==> src/rtl/calc_pkg.sv <==
// Shared encodings for the calculator sequencer: opcodes, error codes,
// FSM states and the default WAIT timeout.
package calc_pkg;

  localparam int TIMEOUT_CYCLES_DEF = 32;

  localparam logic [2:0] OP_ADD  = 3'b000;
  localparam logic [2:0] OP_SUB  = 3'b001;
  localparam logic [2:0] OP_DIVQ = 3'b010;
  localparam logic [2:0] OP_MUL  = 3'b011;
  localparam logic [2:0] OP_DIVR = 3'b100;
  localparam logic [2:0] OP_SQRT = 3'b101;

  localparam logic [1:0] ERR_NONE    = 2'b00;
  localparam logic [1:0] ERR_ILLEGAL = 2'b01;
  localparam logic [1:0] ERR_DIV0    = 2'b10;
  localparam logic [1:0] ERR_TIMEOUT = 2'b11;

  typedef enum logic [1:0] {
    ST_IDLE   = 2'd0,
    ST_LAUNCH = 2'd1,
    ST_WAIT   = 2'd2,
    ST_FINISH = 2'd3
  } state_e;

endpackage

==> src/rtl/calc_sequencer.sv <==
// Front-end sequencer for a small calculator: ADD/SUB are computed inline,
// MUL/DIV/SQRT are handed to an external shared iterative unit with a timeout.
//
// state  | meaning
// IDLE   | ready for a request; accept edge latches the operation
// LAUNCH | one-cycle unit_start pulse, timeout counter cleared
// WAIT   | waiting for unit_done or timeout
// FINISH | one-cycle done pulse, op_count advances
module calc_sequencer
  import calc_pkg::*;
#(
  parameter int TIMEOUT_CYCLES = TIMEOUT_CYCLES_DEF
) (
  input  logic       clk,
  input  logic       rst_n,
  input  logic       op_valid,
  output logic       op_ready,
  input  logic [2:0] opcode,
  input  logic [7:0] operands,
  output logic       unit_start,
  output logic [2:0] unit_op,
  output logic [7:0] unit_operands,
  input  logic       unit_done,
  input  logic [7:0] unit_result,
  output logic [7:0] result,
  output logic       done,
  output logic [1:0] err,
  output logic [7:0] op_count
);

  localparam int CNT_W = (TIMEOUT_CYCLES > 1) ? $clog2(TIMEOUT_CYCLES) : 1;
  localparam logic [CNT_W-1:0] CNT_LAST = CNT_W'(TIMEOUT_CYCLES - 1);

  state_e            state, state_nxt;
  logic [CNT_W-1:0]  cnt, cnt_nxt;
  logic [7:0]        result_nxt;
  logic [1:0]        err_nxt;
  logic [2:0]        unit_op_nxt;
  logic [7:0]        unit_operands_nxt;
  logic [7:0]        op_count_nxt;
  logic [3:0]        opnd_a, opnd_b;

  assign opnd_a = operands[7:4];
  assign opnd_b = operands[3:0];

  assign op_ready   = (state == ST_IDLE);
  assign unit_start = (state == ST_LAUNCH);
  assign done       = (state == ST_FINISH);

  always_ff @(posedge clk or negedge rst_n) begin
    if (!rst_n) begin
      state         <= ST_IDLE;
      cnt           <= '0;
      result        <= 8'h00;
      err           <= ERR_NONE;
      unit_op       <= 3'b000;
      unit_operands <= 8'h00;
      op_count      <= 8'h00;
    end else begin
      state         <= state_nxt;
      cnt           <= cnt_nxt;
      result        <= result_nxt;
      err           <= err_nxt;
      unit_op       <= unit_op_nxt;
      unit_operands <= unit_operands_nxt;
      op_count      <= op_count_nxt;
    end
  end

  always_comb begin
    state_nxt         = state;
    cnt_nxt           = cnt;
    result_nxt        = result;
    err_nxt           = err;
    unit_op_nxt       = unit_op;
    unit_operands_nxt = unit_operands;
    op_count_nxt      = op_count;

    case (state)
      ST_IDLE: begin
        if (op_valid) begin
          unit_op_nxt       = opcode;
          unit_operands_nxt = operands;
          err_nxt           = ERR_NONE;
          state_nxt         = ST_FINISH;
          case (opcode)
            OP_ADD: result_nxt = {3'b000, {1'b0, opnd_a} + {1'b0, opnd_b}};
            OP_SUB: result_nxt = {4'h0, opnd_a} - {4'h0, opnd_b};
            OP_DIVQ, OP_DIVR: begin
              // Divide by zero is caught here so the unit is never launched.
              if (opnd_b == 4'h0) begin
                err_nxt    = ERR_DIV0;
                result_nxt = 8'h00;
              end else begin
                state_nxt = ST_LAUNCH;
              end
            end
            OP_MUL, OP_SQRT: state_nxt = ST_LAUNCH;
            default: begin
              err_nxt    = ERR_ILLEGAL;
              result_nxt = 8'h00;
            end
          endcase
        end
      end

      ST_LAUNCH: begin
        cnt_nxt   = '0;
        state_nxt = ST_WAIT;
      end

      ST_WAIT: begin
        // unit_done takes priority over a timeout landing on the same edge.
        if (unit_done) begin
          result_nxt = unit_result;
          state_nxt  = ST_FINISH;
        end else if (cnt == CNT_LAST) begin
          err_nxt    = ERR_TIMEOUT;
          result_nxt = 8'h00;
          state_nxt  = ST_FINISH;
        end else begin
          cnt_nxt = cnt + 1'b1;
        end
      end

      ST_FINISH: begin
        op_count_nxt = op_count + 8'd1;
        state_nxt    = ST_IDLE;
      end

      default: state_nxt = ST_IDLE;
    endcase
  end

endmodule

==> config.mk <==
export PLATFORM = sky130hd
export DESIGN_NAME = calc_sequencer
export DESIGN_NICKNAME = d
export VERILOG_FILES = /design/src/rtl/calc_pkg.sv /design/src/rtl/calc_sequencer.sv
export SDC_FILE = /design/constraint.sdc
export NUM_CORES = 1
export LEC_CHECK = 0
export ABC_AREA = 1
export BUFFER_PORTS_ARGS = -buffer_cell sky130_fd_sc_hd__buf_4
export CAP_MARGIN = 20
export CORE_ASPECT_RATIO = 0.5
export CORE_UTILIZATION = 52
export CTS_CLUSTER_DIAMETER = 50
export CTS_CLUSTER_SIZE = 12
export DETAILED_ROUTE_END_ITERATION = 6
export HOLD_SLACK_MARGIN = 0.02
export PLACE_DENSITY = 0.9
export SYNTH_ARGS = -nofsm -noshare
export SYNTH_HDL_FRONTEND = slang
export SYNTH_SLANG_ARGS = --single-unit
==> constraint.sdc <==
create_clock -name clk -period 1.9 [get_ports clk]
set_input_delay 0.38 -clock clk [delete_from_list [all_inputs] [get_ports clk]]
set_output_delay 0.38 -clock clk [all_outputs]
set_load 0.05 [all_outputs]
## After elaboration in Yosys (flattened, before gate mapping)

Cells that the tools add are included.

- Logic and storage cells: 60
- Register bits after elaboration: 36
- Output and inout bits: 32

- Reduce and logical (&&, ||, !) cells: 13
- Add/subtract/negate cells: 4
- Muxes and demuxes: 20
- Equal/unequal tests: 16

Operator list:

| cell | count |
|---|---|
| $mux 8 | 4 |
| $pmux 8 s4 | 1 |
| $pmux 8 s2 | 1 |
| $mux 2 | 7 |
| $pmux 2 s2 | 3 |
| $mux 5 | 2 |
| $ne 2x2->1 const B | 5 |
| $pmux 5 s2 | 1 |
| $add 8x1->8 const B | 1 |
| $pmux 2 s4 | 1 |
| $eq 3x2->1 const B | 2 |
| $eq 3x3->1 const B | 2 |
| $ne 3x3->1 const B | 2 |
| $add 4x4->5 | 1 |
| $add 5x1->5 const B | 1 |
| $eq 5x5->1 const B | 1 |
| $reduce_and 5->1 | 1 |
| $sub 4x4->5 | 1 |
| $eq 2x2->1 const B | 2 |
| $logic_not 4->1 | 1 |
| $reduce_and 2->1 | 2 |
| $reduce_and 4->1 | 1 |
| $reduce_bool 2->1 | 2 |
| $reduce_or 2->1 | 2 |
| 6 further kinds | 6 |

## Logic depth before layout (Yosys ltp)

Gate-level depths: netlist of the first run.

- Depth after elaboration: 5
- Depth in mapped cells: 12

## Worst setup path after synthesis of the first run

OpenSTA, ideal clock, no wires.

- Path kind: reg-to-reg
- Start point: register state[0]
- End point: register result[3]
- Arrival: 1705 ps
- Cell stages (with the launch flop): 11
- Required time: 1780 ps
- Period minus slack after synthesis: 1824 ps
- Buffers on the path: 0
- Setup slack: 76 ps
- Path through: dfrtp_1 > inv_1 > ha_1 > inv_2 > or2_4 > nand2_4 > nor2_4 > nand2_4 > inv_4 > nor2_2 > a21oi_2

- Cells in the longest elaborated chain, start to end: 3
- Elaborated cells between the ends (all ways): 9
- Those cells by class: eq/ne (5); mux (1); reduce/logical (3)

Ends and longest elaborated chain:

| item | line | RTL |
|---|---|---|
| from (decl) | calc_sequencer.sv:34 | `state_e state, state_nxt;` |
| from (signal assigned) | calc_sequencer.sv:60 | `state <= state_nxt;` |
| $logic_not 2->1 * | -- |  |
| named net op_ready | calc_sequencer.sv:17 | `output logic op_ready,` |
| $ne 3x3->1 (no source line), or another cell as far along | -- |  |
| $reduce_and 5->1 (no source line) | -- |  |
| to (signal assigned) | calc_sequencer.sv:62 | `result <= result_nxt;` |
| to (decl) | calc_sequencer.sv:25 | `output logic [7:0] result,` |

The timed path passes the listed nets; every way through them passes the cells marked *.
A chain may end at the register's enable or synchronous reset.

## Worst setup path in the final report of the first run

- Start point: register cnt[0]
- End point: register result[3]

- Cells in the longest elaborated chain, start to end: 3

Ends and longest elaborated chain:

| item | line | RTL |
|---|---|---|
| from (decl) | calc_sequencer.sv:35 | `logic [CNT_W-1:0] cnt, cnt_nxt;` |
| from (signal assigned) | calc_sequencer.sv:61 | `cnt <= cnt_nxt;` |
| $eq 5x5->1 | calc_sequencer.sv:117 | `end else if (cnt == CNT_LAST) begin` |
| $ne 3x3->1 (no source line) | -- |  |
| $reduce_and 5->1 (no source line) | -- |  |

Every way passes these cells.

==> results_dict.tcl, run 1 <==
set metrics [dict create \
    power_density_mw_per_mm2 1660 \
    power.share.switching_pct 51.7 \
    cts_buffer_depth 2 \
    place.detailed.hpwl_um 3510 \
    cpMaxStageDelayCell "dfrtp_1" \
    cts.hold.buffers_added 0 \
    finalMaxSlewViolations 0 \
    setup.worst_path.class "reg2reg" \
    synth_warnings 0 \
    layout.cells.most_common "nand2_1" \
    grt_first_pass_wirelength_um 7330 \
    layout.nets 344 \
    layout.cells.most_common_list "nand2_1, buf_4, dfrtp_1" \
    top_usage_layer "met2" \
    critical_path.endpoint_type "flop" \
    clk_root_buffer_cell "clkbuf_8" \
    post-route-drc-count 0 \
    placeable_core_area_sq_mm 0.00360 \
    p_seq_share_pct 28.8 \
    design.portCount 55 \
    syn-cell-area_sq_mm 0.00205 \
    max_cap_violations 0 \
    fp.dieH_um 46.4 \
    comb_power_share_pct 58.7 \
    design_area_sq_mm 0.00263 \
    cts_made_buffers 5 \
    via_count 1815 \
    fillerInstances 269 \
    hold_ws_ns 0.0341 \
    clk_pin_slew_worst_paths_ns 0.08 \
    avgSynthCellArea_sq_um 8.54 \
    vdd.ir_drop.worst_uv 784 \
    power_switching_uw 2260 \
    p_leak_uw 0.00145 \
    fin_setup_tns_ns 0 \
    grt.met2_usage_pct 42.4 \
    worst_ep_arrival_time_ns 1.96 \
    holdCritPathClass "in2async" \
    synth-seq-cells 36 \
    floorplan.die.width_um 90.8 \
    clk-insertion-delay-late_ns 0.29 \
    drt_pre_antenna_iters 4 \
    grt_start_max_net_pins 37 \
    finalWeightedCongestion 0.839 \
    cts.sink_count 36 \
    status "complete, no violations" \
    critPathMaxFanout 10 \
    dieArea_sq_mm 0.00421 \
    floorplan.initialDensity_pct 56.9 \
    std_cell_rows 15 \
    seq_area_frac_synth_pct 43.9 \
    drtIter0Drc 100 \
    final.min_clock_period_ns 1.78 \
    finalHoldViolCount 0 \
    synthDistinctLibCells 32 \
    wl_per_cell_um 12.6 \
    internal_power_uw 2110 \
    path_cells "ha_1 -> nand2_1 -> nor2_1 -> ha_1 -> nor2_2 -> nand2_2 -> nand2_4 -> nor2_4 -> nand2_4 -> inv_4 -> nor2_2 -> a21oi_2" \
    num_antenna_cells 0 \
    max_clock_freq_mhz 563 \
    globalRouteMet3Util_pct 5.28 \
    drt-total-wl_um 4470 \
    viasPerCell 5.11 \
    tightestPinTransition_ns 0.454 \
    port-buffer-count 54 \
    grt_antenna_before_repair 0 \
    gr-total-overflow 0 \
    report.final.setup_viol 0 \
    postLayoutCoreUtil_pct 72.9 \
    critical_path.startpoint_type "flop" \
    gr-usage-met1_pct 27.9 \
    clock_share_of_power_pct 12.5 \
    slew_headroom_pct 69.7 \
    placedInstanceArea_sq_mm 0.00253 \
    data_required_time_of_the_worst_path_ns 2.08 \
    syn_nets 281 \
    critPathMaxStageDelay_ns 0.42 \
    tritoncts "yes" \
    finClkSkew_ns 0.00930 \
    groute.usage.overall_pct 23.0 \
    clock_tree.htree_level_count 2 \
    via_count_of_the_first_global_routing_pass 1672 \
    finalCritPeriodShare_pct 93.5 \
    drt.antenna.violating_nets 0 \
    layout-drive-gt1-share_pct 28.0 \
    syn2layout_area_growth_pct 28.1 \
    synth_cells 240 \
]
-- timing repair --
action | CTS | global route
buffers inserted | 0 | 1
endpoints found under the setup margin | 0 | 1
resized for setup | 0 | 0
-- per-layer routing --
metal	vias up	routed length, um
li1	904	-
met1	851	2010
met2	55	2210
met3	5	226
met4	0	26
met5	-	0
-- registers in the layout, indices dropped and copies added (netlist names) --
register	flops
err	2
op_count	8
state	2
unit_op	3
cnt	5
result	8
unit_operands	8
-- cell usage after synthesis (all sizes together) --
cell type,n,area [sq um]
a21boi,1,7.51
a21oi,10,53.8
a31oi,1,6.26
and3,1,6.26
buf,1,7.51
clkbuf,1,3.75
dfrtp,36,901
fa,2,40.0
ha,16,200
inv,30,115
mux2,4,45.0
nand2,70,283
nand3,18,90.1
nand4,4,25.0
nor2,15,68.8
nor3,1,10.0
o2111ai,1,8.76
o21ai,18,90.1
o31ai,1,7.51
or2,3,21.3
xnor2,3,33.8
xor2,3,26.3
-- cells by family (layout without fill, tap and decap cells) --
logic type,after synthesis,after routing,share of synthesized area [%]
simple gates,112,112,24.6
mux,4,4,2.20
compound gates,32,32,8.48
fa+ha+maj,18,18,11.7
flops,36,36,43.9
buf+inv,32,96,6.16
xor+xnor,6,6,2.93
-- final cells by class --
cell class	count	area, sq um	share of cell area, %
Inverter	30	115	4.38
Sequential cell	36	901	34.3
Clock buffer	5	68.8	2.62
Multi-Input combinational cell	172	1020	39.0
Timing Repair Buffer	58	435	16.6
Clock inverter	3	18.8	0.715
Tap cell	51	63.8	2.43
-- critical path: cells and delay by family, from the launching register on --
kind,cells,cell delay (ns)
AO/OA/AOI/OAI,1,0.03
flip-flops,1,0.42
adder cells (fa/ha/maj),2,0.44
AND/OR/NAND/NOR,8,0.70
buffers and inverters,1,0.07
-- power by group through the flow --
| stage | Clock, uW | Sequential [uW] | Combinational, uW |
|---|---|---|---|
| after floorplan | 0 | 2030 | 1030 |
| after global placement | 0 | 1250 | 2470 |
| after detailed placement | 0 | 1270 | 2550 |
| after CTS | 549 | 1250 | 2560 |
| after global routing | 582 | 1290 | 2740 |
| final | 546 | 1250 | 2560 |
-- final timing paths --
path / from / end / slack [ns] / cells past startpoint
worst max-delay path: cnt[0] / result[3] / 0.12 / 12
worst min-delay path: rst_n / op_count[1] / 0.03 / 1
worst max register to register: cnt[0] / result[3] / 0.12 / 12
worst min register to register: result[5] / result[5] / 0.48 / 2
max in group asynchronous: rst_n / result[2] / 1.54 / 1
min in group clk: operands[7] / unit_operands[7] / 0.35 / 2
-- per-stage QoR --
step	std cells	worst slack, ns	power [uW]
after CTS	354	0.137	4360
after global routing	355	-0.00212	4620
after detailed placement	346	0.000104	3820
final	355	0.124	4360
after global placement	346	0.0338	3720
after floorplan	240	0.0756	3070
Power figures use the tool's default switching activity.
==> run 2: changes to the inputs <==
- CELL_PAD_IN_SITES_DETAIL_PLACEMENT: unset -> 2
- CELL_PAD_IN_SITES_GLOBAL_PLACEMENT: unset -> 2
- CORE_ASPECT_RATIO: 0.5 -> 1.5
- CORE_UTILIZATION: 52 -> 30
==> results_dict.tcl, run 2 (synthesized netlist as in run 1, its figures left out) <==
set metrics [dict create \
    p_seq_share_pct 27.0 \
    max_clock_freq_mhz 540 \
    design.portCount 55 \
    met3_length_um 118 \
    tightestPinTransition_ns 0.489 \
    max_cap_violations 0 \
    critical_path.startpoint_type "flop" \
    slew_headroom_pct 67.4 \
    placedInstanceArea_sq_mm 0.00257 \
    grt_first_pass_wirelength_um 10500 \
    p_leak_uw 0.00147 \
    drt-total-wl_um 6790 \
    grt_antenna_before_repair 0 \
    std_cell_rows 36 \
    critPathMaxStageDelay_ns 0.42 \
    placeable_core_area_sq_mm 0.00653 \
    holdCritPathClass "in2async" \
    path_cells "ha_2 -> nand2_1 -> nor2_1 -> ha_2 -> nor2_2 -> nand2_2 -> nand2_4 -> nor2_4 -> nand2_4 -> buf_12 -> nand2_1 -> nand2_1" \
    multiInputGateArea_sq_mm 0.00103 \
    timing.critical_path.max_delay_family "simple AND/OR/NAND/NOR gates" \
    worst_ep_arrival_time_ns 2.05 \
    via_count 1896 \
    layout-drive-gt1-share_pct 29.6 \
    num_antenna_cells 0 \
    viasPerCell 4.95 \
    drt_pre_antenna_iters 4 \
    fp.dieH_um 103 \
    syn2layout_area_growth_pct 32.6 \
    vdd.ir_drop.worst_uv 573 \
    finalHoldViolCount 0 \
    postLayoutCoreUtil_pct 41.6 \
    status "complete, no violations" \
    path_common_cell "nand2_1" \
    layout.cells.most_common "nand2_1" \
    clock_share_of_power_pct 14.7 \
    place.detailed.hpwl_um 5020 \
    drtIter0Drc 58 \
    layout.nets 347 \
    wl_met2_um 3810 \
    floorplan.die.width_um 69.5 \
    drt.antenna.violating_nets 0 \
    power_density_mw_per_mm2 1740 \
    dieArea_sq_mm 0.00718 \
    power_switching_uw 2410 \
    floorplan.initialDensity_pct 31.4 \
    groute.usage.overall_pct 18.8 \
    wl_per_cell_um 17.7 \
    clk-insertion-delay-late_ns 0.30 \
    gr-total-overflow 0 \
    cts.sink_count 36 \
    grt_start_max_net_pins 37 \
    via_count_of_the_first_global_routing_pass 2149 \
    hold_ws_ns 0.0465 \
    clock_tree.htree_level_count 2 \
    report.final.setup_viol 0 \
    tritoncts "yes" \
    clk_pin_slew_worst_paths_ns 0.09 \
    finalWeightedCongestion 0.825 \
    finalMaxSlewViolations 0 \
    power.share.switching_pct 50.9 \
    critPathBufInv 1 \
    ff_latch_area_sq_um 901 \
    cts.hold.buffers_added 0 \
    setup.worst_path.class "reg2reg" \
    final.min_clock_period_ns 1.85 \
    layout_top_registers "op_count: 8 flops, result: 8 flops, unit_operands: 8 flops" \
    critical_path.endpoint_type "flop" \
    cts_buffer_depth 2 \
    finalCritPeriodShare_pct 97.4 \
    cpMaxStageDelayCell "dfrtp_1" \
    top_layer "met4" \
    cts_made_buffers 5 \
    design_area_sq_mm 0.00272 \
    port-buffer-count 54 \
    post-route-drc-count 0 \
    fin_setup_tns_ns 0 \
    data_required_time_of_the_worst_path_ns 2.10 \
    clk_root_buffer_cell "clkbuf_8" \
    fillerInstances 730 \
    layout.cells.most_common_list "nand2_1, buf_4, dfrtp_1" \
    critPathMaxFanout 8 \
    finClkSkew_ns 0.0158 \
    met1Wirelength_um 2740 \
    comb_power_share_pct 58.3 \
    internal_power_uw 2320 \
]
==> run 2: layout make-up <==
cell class,instances,share of cell area [%]
Multi-Input combinational cell,172,37.9
Sequential cell,36,33.1
Timing Repair Buffer,61,17.3
Inverter,30,4.23
Tap cell,76,3.50
Clock buffer,6,2.67
Clock inverter,2,1.29
==> run 2: path summary, 6_finish.rpt <==
kind | start | end | slack (ns) | cells after the start
max in group asynchronous | rst_n | state[0] | 1.51 | 1
worst min register to register | err[1] | err[1] | 0.49 | 2
min in group clk | operands[7] | unit_operands[7] | 0.34 | 2
worst max-delay path | cnt[0] | result[7] | 0.05 | 12
worst min-delay path | rst_n | unit_operands[1] | 0.05 | 1
worst max register to register | cnt[0] | result[7] | 0.05 | 12
==> run 2: repair_timing <==
item                       in CTS  in global routing
resized for setup               0                  5
buffers inserted                0                  3
setup endpoints to repair       0                  9
==> run 2: power by group through the flow <==
stage	sequential, uW	combinational (uW)	clock [uW]
floorplan	2030	1030	0
global placement	1270	2540	0
detailed placement	1290	2640	0
CTS	1280	2660	691
global route	1320	2970	731
finish	1280	2760	694
==> run 2: routing by layer <==
metal,vias to the layer above,track usage (%)
li1,900,-
met1,949,20.2
met2,36,38.0
met3,11,1.74
met4,0,6.91
met5,-,0
==> run 2: per-stage QoR <==
| stage | setup WS [ns] | power (uW) | cells |
|---|---|---|---|
| 2_1_floorplan | 0.0756 | 3070 | 240 |
| 3_3_place_gp | -0.00438 | 3810 | 372 |
| 3_5_place_dp | -0.0928 | 3930 | 372 |
| 4_1_cts | 0.0487 | 4640 | 380 |
| 5_1_grt | -0.0931 | 5010 | 383 |
| 6_report | 0.0498 | 4740 | 383 |
==> run 3: changes to the inputs <==
- RECOVER_POWER: unset -> 50
==> results_dict.tcl, run 3 (synthesized netlist as in run 1, its figures left out) <==
set metrics [dict create \
    gr-total-overflow 0 \
    floorplan.die.width_um 69.5 \
    viasPerCell 4.96 \
    worstSetupStartpoint "cnt[0]" \
    worst_ep_arrival_time_ns 2.05 \
    finalCritPeriodShare_pct 97.4 \
    slew_headroom_pct 36.2 \
    post-route-drc-count 0 \
    critical_path.endpoint_type "flop" \
    port-buffer-count 54 \
    critical_path.startpoint_type "flop" \
    tightestPinTransition_ns 0.957 \
    clk-insertion-delay-late_ns 0.30 \
    floorplan.initialDensity_pct 31.4 \
    finalWeightedCongestion 0.825 \
    std_cell_rows 36 \
    num_antenna_cells 0 \
    clock_tree.htree_level_count 2 \
    drt_pre_antenna_iters 4 \
    finClkSkew_ns 0.0155 \
    tritoncts "yes" \
    layout-drive-gt1-share_pct 26.1 \
    p_leak_uw 0.00143 \
    placeable_core_area_sq_mm 0.00653 \
    cts.sink_count 36 \
    drt-total-wl_um 6810 \
    groute.usage.overall_pct 18.8 \
    cts_made_buffers 5 \
    clk_pin_slew_worst_paths_ns 0.09 \
    layout.cells.most_common "nand2_1" \
    final.min_clock_period_ns 1.85 \
    critPathMaxFanout 8 \
    holdCritPathClass "in2async" \
    grt_first_pass_wirelength_um 10500 \
    grt_start_max_net_pins 37 \
    power_density_mw_per_mm2 1740 \
    setup_ws_ns 0.0499 \
    pre_cts_ws_ns -0.0928 \
    cts_buffer_depth 2 \
    layout.nets 347 \
    final_cells 383 \
    reg_to_reg_start "cnt[0]" \
    cts.hold.buffers_added 0 \
    status "complete, no violations" \
    drtIter0Drc 58 \
    clk_root_buffer_cell "clkbuf_8" \
    dieArea_sq_mm 0.00718 \
    layout_top_registers "op_count: 8 flops, result: 8 flops, unit_operands: 8 flops" \
    layout.cells.most_common_list "nand2_1, buf_4, dfrtp_1" \
    placed_cells_incl_taps 372 \
    finalMaxSlewViolations 0 \
    wl_per_cell_um 17.8 \
    max_cap_violations 0 \
    place.detailed.hpwl_um 5020 \
    drt.antenna.violating_nets 0 \
    fillerInstances 741 \
    vdd.ir_drop.worst_uv 573 \
    max_clock_freq_mhz 541 \
    syn2layout_area_growth_pct 30.5 \
    finalHoldViolCount 0 \
    report.final.setup_viol 0 \
    via_count 1900 \
    setup.worst_path.class "reg2reg" \
    data_required_time_of_the_worst_path_ns 2.10 \
    grt_antenna_before_repair 0 \
    design.portCount 55 \
    via_count_of_the_first_global_routing_pass 2149 \
    fp.dieH_um 103 \
]
run 3: cell count changes in the layout (fill, tap and decap cells not counted), sizes merged:
cell and change:
buf -12, clkbuf +12
run 3: through the flow:
stage | total power (uW) | cell area (sq um) | hold WS (ns) | util [%] | setup TNS [ns]
global route | 4920 | 2680 | 0.293 | 41.0 | -0.557
global placement | 3810 | 2570 | 0.380 | 39.3 | -0.00438
finish | 4650 | 2680 | 0.228 | 41.0 | 0
CTS | 4640 | 2680 | 0.0706 | 41.0 | 0
floorplan | 3070 | 2050 | 0.0844 | - | 0
detailed placement | 3930 | 2570 | 0.384 | 39.3 | -0.0941
run 3: where the power goes:
| part | internal [uW] | total [uW] | switching [uW] |
|---|---|---|---|
| registers | 1060 | 1280 | 222 |
| logic | 791 | 2680 | 1890 |
| clock network | 390 | 695 | 305 |
run 3: final timing paths:
kind	endpoint	slack, ns	cells past startpoint
min in group clk	unit_operands[7]	0.34	2
min reg2reg	err[1]	0.49	2
max	result[7]	0.05	12
min	unit_operands[1]	0.23	1
max in group asynchronous	state[0]	1.08	1
max reg2reg	result[7]	0.05	12
run 3: worst max-delay path: stages, from the launching register on:
cell and delay, ns:
dfrtp_1 0.42, ha_2 0.21, nand2_1 0.07, nor2_1 0.11, ha_2 0.21, nor2_2 0.05, nand2_2 0.12, nand2_4 0.09
nor2_4 0.10, nand2_4 0.11, buf_12 0.15, nand2_1 0.05, nand2_1 0.05
run 3: layout make-up:
type                    count  area [sq um]  share of cell area [%]
clock buffers               6          72.6                    2.71
inverters                  30           115                    4.30
multi-input cells         172          1030                    38.5
clock inverters             2          35.0                    1.31
well taps                  76          95.1                    3.55
flip-flops and latches     36           901                    33.7
repair buffers             61           427                    15.9
run 3: timing repair:
action / CTS / global route
resized for setup: 0 / 5
buffers inserted: 0 / 3
endpoints found under the setup margin: 0 / 9
run 3: per-layer routing:
metal	wire length, um	track usage [%]
met1	2760	20.2
met2	3810	38.0
met3	120	1.74
met4	125	6.91
met5	0	0
